## src/rtl/data_mem_arbiter_if.sv

```systemverilog
// Bus bundle for the two-port data memory arbiter.
// Handshake: a requester raises req with we/addr/wdata stable and holds them
// until gnt is seen high in the same cycle; the access completes with a
// one-cycle rvalid pulse on the following cycle, qualifying rdata and err.
// The memory side is a plain command bus: mem_read/mem_write strobe one
// access per cycle, mem_rdata is combinational, writes commit on the next edge.
interface data_mem_arbiter_if #(
    parameter int AW = 32
);
    logic          a_req;
    logic          a_we;
    logic [AW-1:0] a_addr;
    logic [31:0]   a_wdata;
    logic          a_gnt;
    logic          a_rvalid;
    logic [31:0]   a_rdata;
    logic          a_err;

    logic          b_req;
    logic          b_we;
    logic [AW-1:0] b_addr;
    logic [31:0]   b_wdata;
    logic          b_gnt;
    logic          b_rvalid;
    logic [31:0]   b_rdata;
    logic          b_err;

    logic [AW-1:0] mem_addr;
    logic [31:0]   mem_wdata;
    logic          mem_write;
    logic          mem_read;
    logic [31:0]   mem_rdata;

    // Environment side: requesters plus the memory itself
    modport master (
        output a_req, a_we, a_addr, a_wdata,
        input  a_gnt, a_rvalid, a_rdata, a_err,
        output b_req, b_we, b_addr, b_wdata,
        input  b_gnt, b_rvalid, b_rdata, b_err,
        input  mem_addr, mem_wdata, mem_write, mem_read,
        output mem_rdata
    );

    // Arbiter side
    modport slave (
        input  a_req, a_we, a_addr, a_wdata,
        output a_gnt, a_rvalid, a_rdata, a_err,
        input  b_req, b_we, b_addr, b_wdata,
        output b_gnt, b_rvalid, b_rdata, b_err,
        output mem_addr, mem_wdata, mem_write, mem_read,
        input  mem_rdata
    );
endinterface

```

## src/rtl/data_mem_arbiter.sv

```systemverilog
// Two-port round-robin arbiter in front of a single-ported data memory.
// One access per cycle is issued combinationally; its completion (rdata/err)
// is registered and reported one cycle later on the granted port.
module data_mem_arbiter #(
    parameter int DEPTH = 256,
    parameter int AW    = 32
) (
    input  logic               clk,
    input  logic               rst_n,
    data_mem_arbiter_if.slave  bus,
    output logic               last_grant   // 0 = A, 1 = B
);

    typedef enum logic {
        PORT_A = 1'b0,
        PORT_B = 1'b1
    } port_t;

    localparam logic [AW:0] DEPTH_LIMIT = (AW + 1)'(DEPTH);

    port_t         last_q;
    port_t         last_next;
    logic          grant_a;
    logic          grant_b;
    logic          any_grant;
    logic          sel_we;
    logic [AW-1:0] sel_addr;
    logic [31:0]   sel_wdata;
    logic          in_range;
    logic [31:0]   cpl_rdata;

    logic          a_rvalid_q;
    logic [31:0]   a_rdata_q;
    logic          a_err_q;
    logic          b_rvalid_q;
    logic [31:0]   b_rdata_q;
    logic          b_err_q;

    // Round-robin grant and next last_grant; reset blocks all grants
    always_comb begin
        grant_a   = 1'b0;
        grant_b   = 1'b0;
        last_next = last_q;
        if (rst_n) begin
            if (bus.a_req && (!bus.b_req || last_q == PORT_B)) begin
                grant_a = 1'b1;
            end else if (bus.b_req) begin
                grant_b = 1'b1;
            end
        end
        if (grant_a) begin
            last_next = PORT_A;
        end else if (grant_b) begin
            last_next = PORT_B;
        end
    end

    // Select the granted port's command and drive the memory bus
    always_comb begin
        sel_we        = 1'b0;
        sel_addr      = '0;
        sel_wdata     = '0;
        bus.mem_addr  = '0;
        bus.mem_wdata = '0;
        bus.mem_write = 1'b0;
        bus.mem_read  = 1'b0;
        if (grant_a) begin
            sel_we    = bus.a_we;
            sel_addr  = bus.a_addr;
            sel_wdata = bus.a_wdata;
        end else if (grant_b) begin
            sel_we    = bus.b_we;
            sel_addr  = bus.b_addr;
            sel_wdata = bus.b_wdata;
        end
        in_range  = ({1'b0, sel_addr} < DEPTH_LIMIT);
        any_grant = grant_a | grant_b;
        if (any_grant) begin
            bus.mem_addr  = sel_addr;
            bus.mem_wdata = sel_wdata;
            bus.mem_write = in_range & sel_we;
            bus.mem_read  = in_range & ~sel_we;
        end
        // Only in-range reads return memory data; writes and errors return 0
        cpl_rdata = (in_range && !sel_we) ? bus.mem_rdata : 32'h0;
    end

    // last_grant register; reset leaves B recorded so A wins first contention
    always_ff @(posedge clk) begin
        if (!rst_n) begin
            last_q <= PORT_B;
        end else begin
            last_q <= last_next;
        end
    end

    // Completion registers; rdata/err hold while no grant for that port
    always_ff @(posedge clk) begin
        if (!rst_n) begin
            a_rvalid_q <= 1'b0;
            a_rdata_q  <= '0;
            a_err_q    <= 1'b0;
            b_rvalid_q <= 1'b0;
            b_rdata_q  <= '0;
            b_err_q    <= 1'b0;
        end else begin
            a_rvalid_q <= grant_a;
            b_rvalid_q <= grant_b;
            if (grant_a) begin
                a_rdata_q <= cpl_rdata;
                a_err_q   <= ~in_range;
            end
            if (grant_b) begin
                b_rdata_q <= cpl_rdata;
                b_err_q   <= ~in_range;
            end
        end
    end

    assign bus.a_gnt    = grant_a;
    assign bus.b_gnt    = grant_b;
    assign bus.a_rvalid = a_rvalid_q;
    assign bus.a_rdata  = a_rdata_q;
    assign bus.a_err    = a_err_q;
    assign bus.b_rvalid = b_rvalid_q;
    assign bus.b_rdata  = b_rdata_q;
    assign bus.b_err    = b_err_q;
    assign last_grant   = last_q;

endmodule

```

## src/flat_wrapper.sv

```systemverilog
// flat-port wrapper written by rule: the top's interface ports become plain ports
module data_mem_arbiter_flat 
#(
    parameter int DEPTH = 256,
    parameter int AW    = 32
)
  (clk, rst_n, last_grant, bus_a_req, bus_a_we, bus_a_addr, bus_a_wdata, bus_a_gnt, bus_a_rvalid, bus_a_rdata, bus_a_err, bus_b_req, bus_b_we, bus_b_addr, bus_b_wdata, bus_b_gnt, bus_b_rvalid, bus_b_rdata, bus_b_err, bus_mem_addr, bus_mem_wdata, bus_mem_write, bus_mem_read, bus_mem_rdata);
  data_mem_arbiter_if #(.AW(AW)) bus_i ();
  input  logic clk;
  input  logic rst_n;
  output logic last_grant;
  input wire logic [$bits(bus_i.a_req)-1:0] bus_a_req;
  input wire logic [$bits(bus_i.a_we)-1:0] bus_a_we;
  input wire logic [$bits(bus_i.a_addr)-1:0] bus_a_addr;
  input wire logic [$bits(bus_i.a_wdata)-1:0] bus_a_wdata;
  output wire logic [$bits(bus_i.a_gnt)-1:0] bus_a_gnt;
  output wire logic [$bits(bus_i.a_rvalid)-1:0] bus_a_rvalid;
  output wire logic [$bits(bus_i.a_rdata)-1:0] bus_a_rdata;
  output wire logic [$bits(bus_i.a_err)-1:0] bus_a_err;
  input wire logic [$bits(bus_i.b_req)-1:0] bus_b_req;
  input wire logic [$bits(bus_i.b_we)-1:0] bus_b_we;
  input wire logic [$bits(bus_i.b_addr)-1:0] bus_b_addr;
  input wire logic [$bits(bus_i.b_wdata)-1:0] bus_b_wdata;
  output wire logic [$bits(bus_i.b_gnt)-1:0] bus_b_gnt;
  output wire logic [$bits(bus_i.b_rvalid)-1:0] bus_b_rvalid;
  output wire logic [$bits(bus_i.b_rdata)-1:0] bus_b_rdata;
  output wire logic [$bits(bus_i.b_err)-1:0] bus_b_err;
  output wire logic [$bits(bus_i.mem_addr)-1:0] bus_mem_addr;
  output wire logic [$bits(bus_i.mem_wdata)-1:0] bus_mem_wdata;
  output wire logic [$bits(bus_i.mem_write)-1:0] bus_mem_write;
  output wire logic [$bits(bus_i.mem_read)-1:0] bus_mem_read;
  input wire logic [$bits(bus_i.mem_rdata)-1:0] bus_mem_rdata;
  assign bus_i.a_req = bus_a_req;
  assign bus_i.a_we = bus_a_we;
  assign bus_i.a_addr = bus_a_addr;
  assign bus_i.a_wdata = bus_a_wdata;
  assign bus_a_gnt = bus_i.a_gnt;
  assign bus_a_rvalid = bus_i.a_rvalid;
  assign bus_a_rdata = bus_i.a_rdata;
  assign bus_a_err = bus_i.a_err;
  assign bus_i.b_req = bus_b_req;
  assign bus_i.b_we = bus_b_we;
  assign bus_i.b_addr = bus_b_addr;
  assign bus_i.b_wdata = bus_b_wdata;
  assign bus_b_gnt = bus_i.b_gnt;
  assign bus_b_rvalid = bus_i.b_rvalid;
  assign bus_b_rdata = bus_i.b_rdata;
  assign bus_b_err = bus_i.b_err;
  assign bus_mem_addr = bus_i.mem_addr;
  assign bus_mem_wdata = bus_i.mem_wdata;
  assign bus_mem_write = bus_i.mem_write;
  assign bus_mem_read = bus_i.mem_read;
  assign bus_i.mem_rdata = bus_mem_rdata;
  data_mem_arbiter #(.DEPTH(DEPTH), .AW(AW)) u_core (.clk(clk), .rst_n(rst_n), .bus(bus_i), .last_grant(last_grant));
endmodule
```

## config.mk

```make
export PLATFORM = sky130hd
export DESIGN_NAME = data_mem_arbiter_flat
export DESIGN_NICKNAME = d
export VERILOG_FILES = /design/src/rtl/data_mem_arbiter_if.sv /design/src/rtl/data_mem_arbiter.sv /design/src/flat_wrapper.sv
export SDC_FILE = /design/constraint.sdc
export NUM_CORES = 1
export LEC_CHECK = 0
export ABC_AREA = 1
export ABC_CLOCK_PERIOD_IN_PS = 2800
export CAP_MARGIN = 10
export CORE_AREA = 2 2 119 121
export DETAILED_ROUTE_END_ITERATION = 6
export DIE_AREA = 0 0 121 123
export PLACE_DENSITY = 0.68
export SYNTH_ARGS = -nofsm -noshare
export SYNTH_HDL_FRONTEND = slang
export SYNTH_SLANG_ARGS = --single-unit
export TNS_END_PERCENT = 5
```

## constraint.sdc

```tcl
create_clock -name clk -period 2.8 [get_ports clk]
set_clock_uncertainty 0.2 [all_clocks]
set_input_delay 0.28 -clock clk [delete_from_list [all_inputs] [get_ports clk]]
set_output_delay 0.28 -clock clk [all_outputs]
set_load 0.005 [all_outputs]
```

==> results of run 1 <==
## report_power, final
group          internal [mW]  switching, mW  total, mW
Clock                  0.775          0.439       1.21
Sequential              1.08         0.0518       1.13
Combinational          0.611          0.388       1.00
## state kept, by name, indices dropped and copies added, names as in the netlist
name	count
u_core.bus.a_err	1
u_core.bus.a_rdata	32
u_core.bus.a_rvalid	1
u_core.bus.b_err	1
u_core.bus.b_rdata	32
u_core.bus.b_rvalid	1
u_core.last_grant	1
## final timing paths
check	end	slack, ns	depth (start not counted)
max	bus_mem_wdata[30]	0.09	8
min	u_core.bus.b_rvalid	0.14	3
min reg2reg	u_core.bus.b_rdata[21]	0.31	2
max reg2reg	u_core.bus.a_rdata[30]	0.40	13
## worst register-to-register path: cells and delay by family (launching register included)
| kind | cells | cell delay (ns) |
|---|---|---|
| AOI/OAI and AO/OA | 1 | 0.17 |
| buffers and inverters | 3 | 0.60 |
| and+or+nand+nor | 9 | 1.02 |
| DFF | 1 | 0.34 |
## synthesized netlist by cell type (3+ instances only)
cell type	count	area [µm²]
buf_2	5	25.0
nand2_2	4	25.0
nand4_1	15	93.8
buf_6	3	33.8
nand3_2	28	280
nand3_1	8	40.0
o21ai_0	7	35.0
nor2_1	16	60.1
a21oi_1	100	500
clkbuf_1	30	113
a22o_1	41	359
inv_1	53	199
nand2_1	109	409
dfxtp_1	69	1380
## per-layer routing
| layer | wire length (µm) | vias up | global-route usage [%] |
|---|---|---|---|
| li1 | - | 2293 | - |
| met1 | 6980 | 2177 | 25.4 |
| met2 | 8740 | 188 | 39.3 |
| met3 | 1450 | 28 | 6.55 |
| met4 | 452 | 0 | 8.14 |
| met5 | 0 | - | 0 |
## per-stage QoR
step	setup WS, ns	util, %	setup TNS [ns]
6_report	0.0862	54.2	0
5_1_grt	-0.0119	54.2	-0.0645
4_1_cts	-0.0102	53.9	-0.0102
3_5_place_dp	-0.301	51.3	-12.39
3_3_place_gp	-0.254	51.3	-6.06
2_1_floorplan	0.617	-	0
## area by class of cell
type	count	area (µm²)
tap	180	225
multi-input combinational	334	1870
clock inverter	6	88.8
timing repair buffer	337	3380
clock buffer	9	225
inverter	55	208
fill	1252	6230
sequential	69	1380
## cells by family (layout without fill, tap and decap cells)
family / Yosys count / count (layout) / synth area share (%)
AND/OR/NAND/NOR: 184 / 184 / 26.0
AO/OA/AOI/OAI: 150 / 150 / 24.7
buffers and inverters: 98 / 407 / 11.7
flip-flops: 69 / 69 / 37.6
## what timing repair did
item                       CTS  global route
pin swaps                    0             0
hold buffers                 0             0
setup endpoints to repair   42            63
gates cloned                 0             1
gates resized for setup     10            12
==> results.py, run 1 <==
metrics = {
    "die": {
        "rows": 43,
        "start_util_pct": 27.0,
        "io_pins": 303,
        "fp.dieArea_um2": 14900,
        "die_width_um": 121,
        "die_height_um": 123,
        "core_um2": 13600,
    },
    "sta": {
        "slew_viol_final": 0,
        "layout_min_cycle_time_ns": 2.71,
        "rsz0062_at_grt": "true",
        "hold_viol": 0,
        "relSlewSlack_pct": 63.3,
        "fmax_mhz": 368,
        "fin_crit_sh_pct": 96.9,
        "setup_viol_count_final": 0,
        "worstMarginPinSlew_ns": 0.550,
        "hold_slack_ns": 0.144,
    },
    "power": {
        "leakage_nw": 3.13,
        "p_total_mw": 3.34,
        "ir_worst_vdd_mv": 0.318,
        "p_per_area_nw_per_um2": 453,
    },
    "cts": {
        "cts_setup_buffers": 0,
        "clk_pin_slew_ns": 0.06,
        "cts_sinks": 69,
        "cts_buffers": 9,
        "h-tree-depth": 3,
        "cts_tree": "yes",
        "clock_path_buffers": 2,
        "clockRootBuffer": "clkbuf_16",
        "clk_latency_ns": 0.33,
    },
    "cells_and_area": {
        "finalNetCount": 972,
        "final_area_um2": 7380,
        "mostFrequentLayoutCells": "clkdlybuf4s50_1 (297), nand2_1 (107), a21oi_1 (99)",
        "drive_above_1_share_pct": 11.6,
        "finalNonFillerCells": 990,
        "final_common_cell": "clkdlybuf4s50_1",
        "areaGrowthSynthToFinish_pct": 101,
        "diodes": 0,
    },
    "detailed_routing": {
        "drt-wirelength-per-cell_um": 17.8,
        "dr.pass1.iters": 4,
        "route.detailed.drc": 0,
        "via_per_inst": 4.73,
        "first_iter_violations": 212,
        "ant_nets": 0,
        "via_count": 4686,
        "wirelength_um": 17600,
    },
    "placement": {
        "place_inst": 974,
        "io_buffers": 302,
        "place_congestion": 0.949,
        "dpl_cell_area_um2": 6990,
        "hpwl_um": 13300,
    },
    "setup_path": {
        "crit_type": "reg -> out",
        "cp-startpoint": "u_core.last_grant",
        "cpPeakStageDelay_ns": 0.53,
        "critPathBufInv": 5,
        "arrival_ns": 2.23,
        "crit_chain": "inv_1 -> nand2_2 -> nand3_2 -> inv_2 -> buf_4 -> buf_6 -> a22o_1 -> clkdlybuf4s50_1",
        "critPathSlowestCell": "clkdlybuf4s50_1",
        "crit_required_ns": 2.32,
        "cp_top_family": "buffers and inverters",
        "startpoint_type": "register",
        "r2r_start": "u_core.last_grant",
        "worst-path-max-fanout": 18,
        "endpoint_kind": "output pin",
    },
    "logic_synthesis": {
        "yosys_warnings": 0,
        "synth-seq-cells": 69,
        "async_flop_share_pct": 0,
        "yosys_most_used_dff": "dfxtp_1",
        "syn_nets": 667,
        "synth_cells": 501,
        "seq_area_frac_synth_pct": 37.6,
        "synth_edf_count": 0,
        "syn-cell-area_um2": 3670,
        "synth_cell_type_count": 25,
        "avgSynthCellArea_um2": 7.33,
    },
    "run": {
        "drv_cap": 0,
    },
    "global_route": {
        "grt_pass1_wl_um": 25800,
        "grt_usage_pct": 22.2,
        "grt_start_max_net_pins": 68,
        "grt_overflow": 0,
        "grt_pass1_vias": 4697,
        "antenna_found_initial": 0,
    },
    "status": {
        "outcome": "finished, final reports clean",
    },
    "worst_hold_path": {
        "hold_start": "rst_n",
        "hp-class": "in -> reg",
    },
}
Note: power is estimated with default switching activity, not from simulation.
==> run 2: changes to the inputs <==
--- a/config.mk
+++ b/config.mk
@@ -11,7 +11,8 @@
 export CORE_AREA = 2 2 119 121
 export DETAILED_ROUTE_END_ITERATION = 6
 export DIE_AREA = 0 0 121 123
-export PLACE_DENSITY = 0.68
+export GPL_ROUTABILITY_DRIVEN = 0
+export PLACE_DENSITY = 0.69
 export SYNTH_ARGS = -nofsm -noshare
 export SYNTH_HDL_FRONTEND = slang
 export SYNTH_SLANG_ARGS = --single-unit
==> results.py, run 2 (synthesis gave the netlist of run 1 again) <==
metrics = {
    "detailed_routing": {
        "route.met3.wl_um": 1530,
        "ant_nets": 0,
        "drt-wirelength-per-cell_um": 17.1,
        "route.detailed.drc": 0,
        "dr.pass1.iters": 5,
        "first_iter_violations": 325,
        "wl_met2_um": 8580,
        "wirelength_um": 17100,
        "top_layer": "met4",
        "wl_met1_um": 6600,
        "via_count": 4675,
        "via_per_inst": 4.68,
    },
    "global_route": {
        "grt_overflow": 0,
        "grt_pass1_wl_um": 24800,
        "grt_usage_pct": 21.5,
        "antenna_found_initial": 0,
        "grt_start_max_net_pins": 50,
        "grt_pass1_vias": 4511,
    },
    "die": {
        "io_pins": 303,
        "core_um2": 13600,
        "start_util_pct": 27.0,
        "die_height_um": 123,
        "fp.dieArea_um2": 14900,
        "die_width_um": 121,
        "rows": 43,
    },
    "power": {
        "seqPwrFrac_pct": 32.6,
        "combPwrFrac_pct": 28.7,
        "p_clk_share_pct": 38.7,
        "power_switching_mw": 0.878,
        "sw_frac_of_total_pct": 25.3,
        "ir_worst_vdd_mv": 0.373,
        "internal_power_mw": 2.59,
        "p_per_area_nw_per_um2": 464,
        "p_total_mw": 3.47,
        "leakage_nw": 3.19,
    },
    "sta": {
        "slew_viol_final": 0,
        "layout_min_cycle_time_ns": 2.75,
        "worstMarginPinSlew_ns": 0.536,
        "relSlewSlack_pct": 64.3,
        "rsz0062_at_grt": "true",
        "fmax_mhz": 364,
        "setup_viol_count_final": 0,
        "hold_viol": 0,
        "fin_crit_sh_pct": 98.2,
    },
    "placement": {
        "hpwl_um": 13100,
        "io_buffers": 302,
    },
    "cts": {
        "cts_sinks": 69,
        "clockRootBuffer": "clkbuf_16",
        "clock_path_buffers": 2,
        "h-tree-depth": 3,
        "clk_pin_slew_ns": 0.06,
        "clk_latency_ns": 0.32,
        "cts_setup_buffers": 0,
        "cts_buffers": 9,
        "ctsHoldBuffers": 0,
        "cts_tree": "yes",
    },
    "setup_path": {
        "critPathBufInv": 4,
        "worst-path-max-fanout": 49,
        "cpPeakStageDelay_ns": 0.53,
        "arrival_ns": 2.27,
        "crit_type": "in -> out",
        "crit_path_frequent_cell": "clkdlybuf4s50_1",
        "r2r-end": "u_core.bus.b_rdata[31]",
        "reg2regPathDepth": 13,
        "endpoint_kind": "output pin",
        "startpoint_type": "primary input",
        "critPathSlowestCell": "clkdlybuf4s50_1",
        "r2r_slack_ns": 0.31,
        "r2r_start": "u_core.last_grant",
        "crit_chain": "clkdlybuf4s50_1 -> nand2_2 -> nor2_4 -> buf_12 -> buf_16 -> a22o_1 -> clkdlybuf4s50_1",
        "crit_required_ns": 2.32,
        "cp_top_family": "buffers and inverters",
    },
    "run": {
        "drv_cap": 0,
    },
    "cells_and_area": {
        "drive_above_1_share_pct": 12.8,
        "mostFrequentLayoutCells": "clkdlybuf4s50_1 (296), nand2_1 (107), a21oi_1 (98)",
        "diodes": 0,
        "utilization_pct": 54.9,
        "final_common_cell": "clkdlybuf4s50_1",
        "areaGrowthSynthToFinish_pct": 103,
        "fill_cells": 1261,
        "finalNetCount": 980,
    },
    "worst_hold_path": {
        "holdPathStages": 3,
        "hold_start": "rst_n",
        "hp-class": "in -> reg",
        "hold_end": "u_core.bus.b_rvalid",
    },
    "status": {
        "outcome": "finished, final reports clean",
    },
}
[run 2: cell types whose count changed in the layout (fill, tap and decap cells not counted), sizes merged]
cell           change
dlymetal6s2s       +1
clkinv             -2
clkdlybuf4s15      +1
clkdlybuf4s50      -1
bufinv             +1
inv                +1
buf                +9
clkinvlp           -1
[run 2: cell type report]
cell class                 count  area (µm²)  area share [%]
sequential                    69        1380            18.5
clock buffer                  11         243            3.25
clock inverter                 5         106            1.42
timing repair buffer         345        3410            45.7
tap                          180         225            3.01
inverter                      55         213            2.85
multi-input combinational    334        1890            25.3
[run 2: how the worst max path moves through the flow]
stage / start / end / slack [ns] / cells after the start
floorplan: bus_a_req / bus_mem_read / 0.62 / 15
global placement: bus_a_req / bus_mem_read / -0.27 / 12
detailed placement: bus_a_req / bus_mem_read / -0.32 / 12
CTS: bus_a_req / bus_mem_addr[0] / 0.008 / 8
global route: u_core.last_grant / bus_mem_addr[2] / -0.03 / 8
finish: bus_b_req / bus_mem_addr[2] / 0.05 / 7
[run 2: power by group through the flow]
stage	registers (mW)	logic, mW	clock network, mW
2_1_floorplan	1.15	0.297	0
3_3_place_gp	1.15	0.975	0
3_5_place_dp	1.15	0.983	0
4_1_cts	1.13	1.00	1.37
5_1_grt	1.14	1.07	1.42
6_report	1.13	0.997	1.34
[run 2: per-stage QoR]
stage	hold WS [ns]	setup TNS [ns]	cell area, µm²	setup slack, ns	std cells
2_1_floorplan	0.230	0	3670	0.617	501
3_3_place_gp	0.269	-10.39	7040	-0.274	983
3_5_place_dp	0.295	-15.99	7040	-0.319	983
4_1_cts	0.133	0	7430	0.00836	999
5_1_grt	0.0968	-0.0777	7470	-0.0297	999
6_report	0.0921	0	7470	0.0504	999
[run 2: worst register-to-register path, stage by stage (launching register included)]
cell and delay [ns]:
dfxtp_2 0.34, inv_1 0.08, nand2_2 0.10, buf_12 0.17
nand4_1 0.08, nand2_1 0.09, nor2_2 0.12, nand2_1 0.09
nor2_2 0.11, nand2_2 0.11, nor2_8 0.09, buf_4 0.46
nand3_1 0.19, a21oi_1 0.17
[run 2: repair_timing]
item                       in CTS  in global routing
setup endpoints to repair      29                 34
pin swaps                       0                  1
resized for setup              14                 12
[run 2: routing by layer]
layer / up-vias / global-route usage, %
met1: 2125 / 24.9
li1: 2306 / -
met5: - / 0
met2: 216 / 38.2
met4: 0 / 6.25
met3: 28 / 6.41
==> run 3: changes to the inputs <==
--- a/config.mk
+++ b/config.mk
@@ -13,6 +13,7 @@
 export DIE_AREA = 0 0 121 123
 export GPL_ROUTABILITY_DRIVEN = 0
 export PLACE_DENSITY = 0.69
+export RECOVER_POWER = 100
 export SYNTH_ARGS = -nofsm -noshare
 export SYNTH_HDL_FRONTEND = slang
 export SYNTH_SLANG_ARGS = --single-unit
==> results.py, run 3 (synthesis gave the netlist of run 1 again) <==
metrics = {
    "status": {
        "outcome": "finished, final reports clean",
    },
    "power": {
        "power_switching_mw": 0.873,
        "internal_power_mw": 2.56,
        "ir_worst_vdd_mv": 0.373,
        "seqPwrFrac_pct": 32.8,
        "p_clk_share_pct": 39.1,
        "combPwrFrac_pct": 28.1,
        "sw_frac_of_total_pct": 25.5,
        "leakage_nw": 3.33,
        "p_per_area_nw_per_um2": 459,
    },
    "cts": {
        "clk_latency_ns": 0.32,
        "cts_sinks": 69,
        "clockRootBuffer": "clkbuf_16",
        "clk_pin_slew_ns": 0.06,
        "h-tree-depth": 3,
        "cts_buffers": 9,
        "cts_setup_buffers": 0,
        "cts_tree": "yes",
        "clock_path_buffers": 2,
    },
    "setup_path": {
        "path_depth": 7,
        "cpPeakStageDelay_ns": 0.53,
        "r2r_slack_ns": 0.31,
        "critPathBufInv": 4,
        "endpoint_kind": "output pin",
        "cp_top_family": "buffers and inverters",
        "startpoint_type": "primary input",
        "reg2regPathDepth": 13,
        "crit_chain": "clkdlybuf4s50_1 -> nand2_2 -> nor2_4 -> buf_12 -> buf_16 -> a22o_1 -> clkdlybuf4s50_1",
        "cp-endpoint": "bus_mem_addr[2]",
        "critPathSlowestCell": "clkdlybuf4s50_1",
        "worst-path-max-fanout": 49,
        "crit_type": "in -> out",
        "r2r_start": "u_core.last_grant",
        "cp-startpoint": "bus_b_req",
        "crit_path_frequent_cell": "clkdlybuf4s50_1",
        "crit_required_ns": 2.32,
        "r2r-end": "u_core.bus.b_rdata[29]",
        "arrival_ns": 2.27,
    },
    "cells_and_area": {
        "regArea_um2": 1380,
        "finalNonFillerCells": 999,
        "drive_above_1_share_pct": 12.8,
        "diodes": 0,
        "finalNetCount": 980,
        "final_common_cell": "clkdlybuf4s50_1",
        "mostFrequentLayoutCells": "clkdlybuf4s50_1 (227), nand2_1 (107), a21oi_1 (98)",
        "areaGrowthSynthToFinish_pct": 103,
        "fill_cells": 1261,
        "multiInputGateArea_um2": 1890,
    },
    "global_route": {
        "grt_pass1_wl_um": 24800,
        "antenna_found_initial": 0,
        "grt_start_max_net_pins": 50,
        "grt_usage_pct": 21.5,
        "grt_overflow": 0,
        "grt_pass1_vias": 4511,
    },
    "worst_hold_path": {
        "hp-class": "in -> reg",
    },
    "sta": {
        "hold_slack_ns": 0.0918,
        "slew_viol_final": 0,
        "worstMarginPinSlew_ns": 0.535,
        "rsz0062_at_grt": "true",
        "layout_min_cycle_time_ns": 2.75,
        "fin_crit_sh_pct": 98.3,
        "relSlewSlack_pct": 64.4,
        "fmax_mhz": 363,
        "hold_viol": 0,
        "setup_viol_count_final": 0,
    },
    "die": {
        "io_pins": 303,
        "fp.dieArea_um2": 14900,
        "core_um2": 13600,
        "die_width_um": 121,
        "start_util_pct": 27.0,
        "rows": 43,
        "die_height_um": 123,
    },
    "detailed_routing": {
        "dr.pass1.iters": 6,
        "first_iter_violations": 294,
        "ant_nets": 0,
        "via_per_inst": 4.65,
        "wirelength_um": 17000,
        "drt-wirelength-per-cell_um": 17.0,
        "route.detailed.drc": 0,
        "via_count": 4648,
    },
    "placement": {
        "hpwl_um": 13100,
        "place_inst": 983,
        "io_buffers": 302,
    },
    "run": {
        "drv_cap": 0,
    },
}
-- run 3: cell count changes in the layout (fill, tap and decap cells not counted) --
cell	change
clkdlybuf4s50_1	-69
dlygate4sd3_1	+69
-- run 3: what timing repair did --
item,in CTS,in global routing
gates resized for setup,14,12
pin swaps,0,1
setup endpoints to repair,29,34
hold buffers,0,0
-- run 3: metal layers --
metal | vias up | routed length [µm] | GRT usage (%)
li1 | 2306 | - | -
met1 | 2110 | 6600 | 24.9
met2 | 208 | 8530 | 38.2
met3 | 24 | 1510 | 6.41
met4 | 0 | 355 | 6.25
met5 | - | 0 | 0
-- run 3: how the worst min path moves through the flow --
stage,startpoint,slack (ns),cells past startpoint,to
detailed placement,u_core.bus.a_err,0.29,2,u_core.bus.a_err
floorplan,bus_mem_rdata[22],0.23,2,u_core.bus.a_rdata[22]
global placement,u_core.bus.a_err,0.27,2,u_core.bus.a_err
CTS,rst_n,0.13,3,u_core.bus.b_rvalid
finish,rst_n,0.09,3,u_core.bus.b_rvalid
global route,rst_n,0.1,3,u_core.bus.b_rvalid
-- run 3: metrics by stage --
| stage | setup slack, ns | power, mW | instance area, µm² | util, % | TNS (ns) |
|---|---|---|---|---|---|
| global placement | -0.274 | 2.12 | 7040 | 51.7 | -10.39 |
| CTS | 0.00836 | 3.50 | 7430 | 54.6 | 0 |
| global route | -0.0297 | 3.60 | 7470 | 54.9 | -0.0777 |
| detailed placement | -0.319 | 2.13 | 7040 | 51.7 | -15.99 |
| floorplan | 0.617 | 1.45 | 3670 | - | 0 |
| finish | 0.0480 | 3.43 | 7470 | 54.9 | 0 |
-- run 3: worst reg2reg max path: cells and delay by family, from the launching register on --
kind            cells  cell delay, ns
simple gates        9            1.00
buf+inv             3            0.71
flops               1            0.34
compound gates      1            0.16
-- run 3: area by class of cell --
type,instances,share of cell area [%]
multi-input cells,334,25.3
inverters,55,2.85
clock inverters,5,1.42
clock buffers,11,3.25
well taps,180,3.01
flip-flops and latches,69,18.5
repair buffers,345,45.7
-- run 3: power groups by stage --
stage	registers [mW]	clock network, mW	logic [mW]
2_1_floorplan	1.15	0	0.297
3_3_place_gp	1.15	0	0.975
3_5_place_dp	1.15	0	0.983
4_1_cts	1.13	1.37	1.00
5_1_grt	1.14	1.42	1.04
6_report	1.13	1.34	0.964
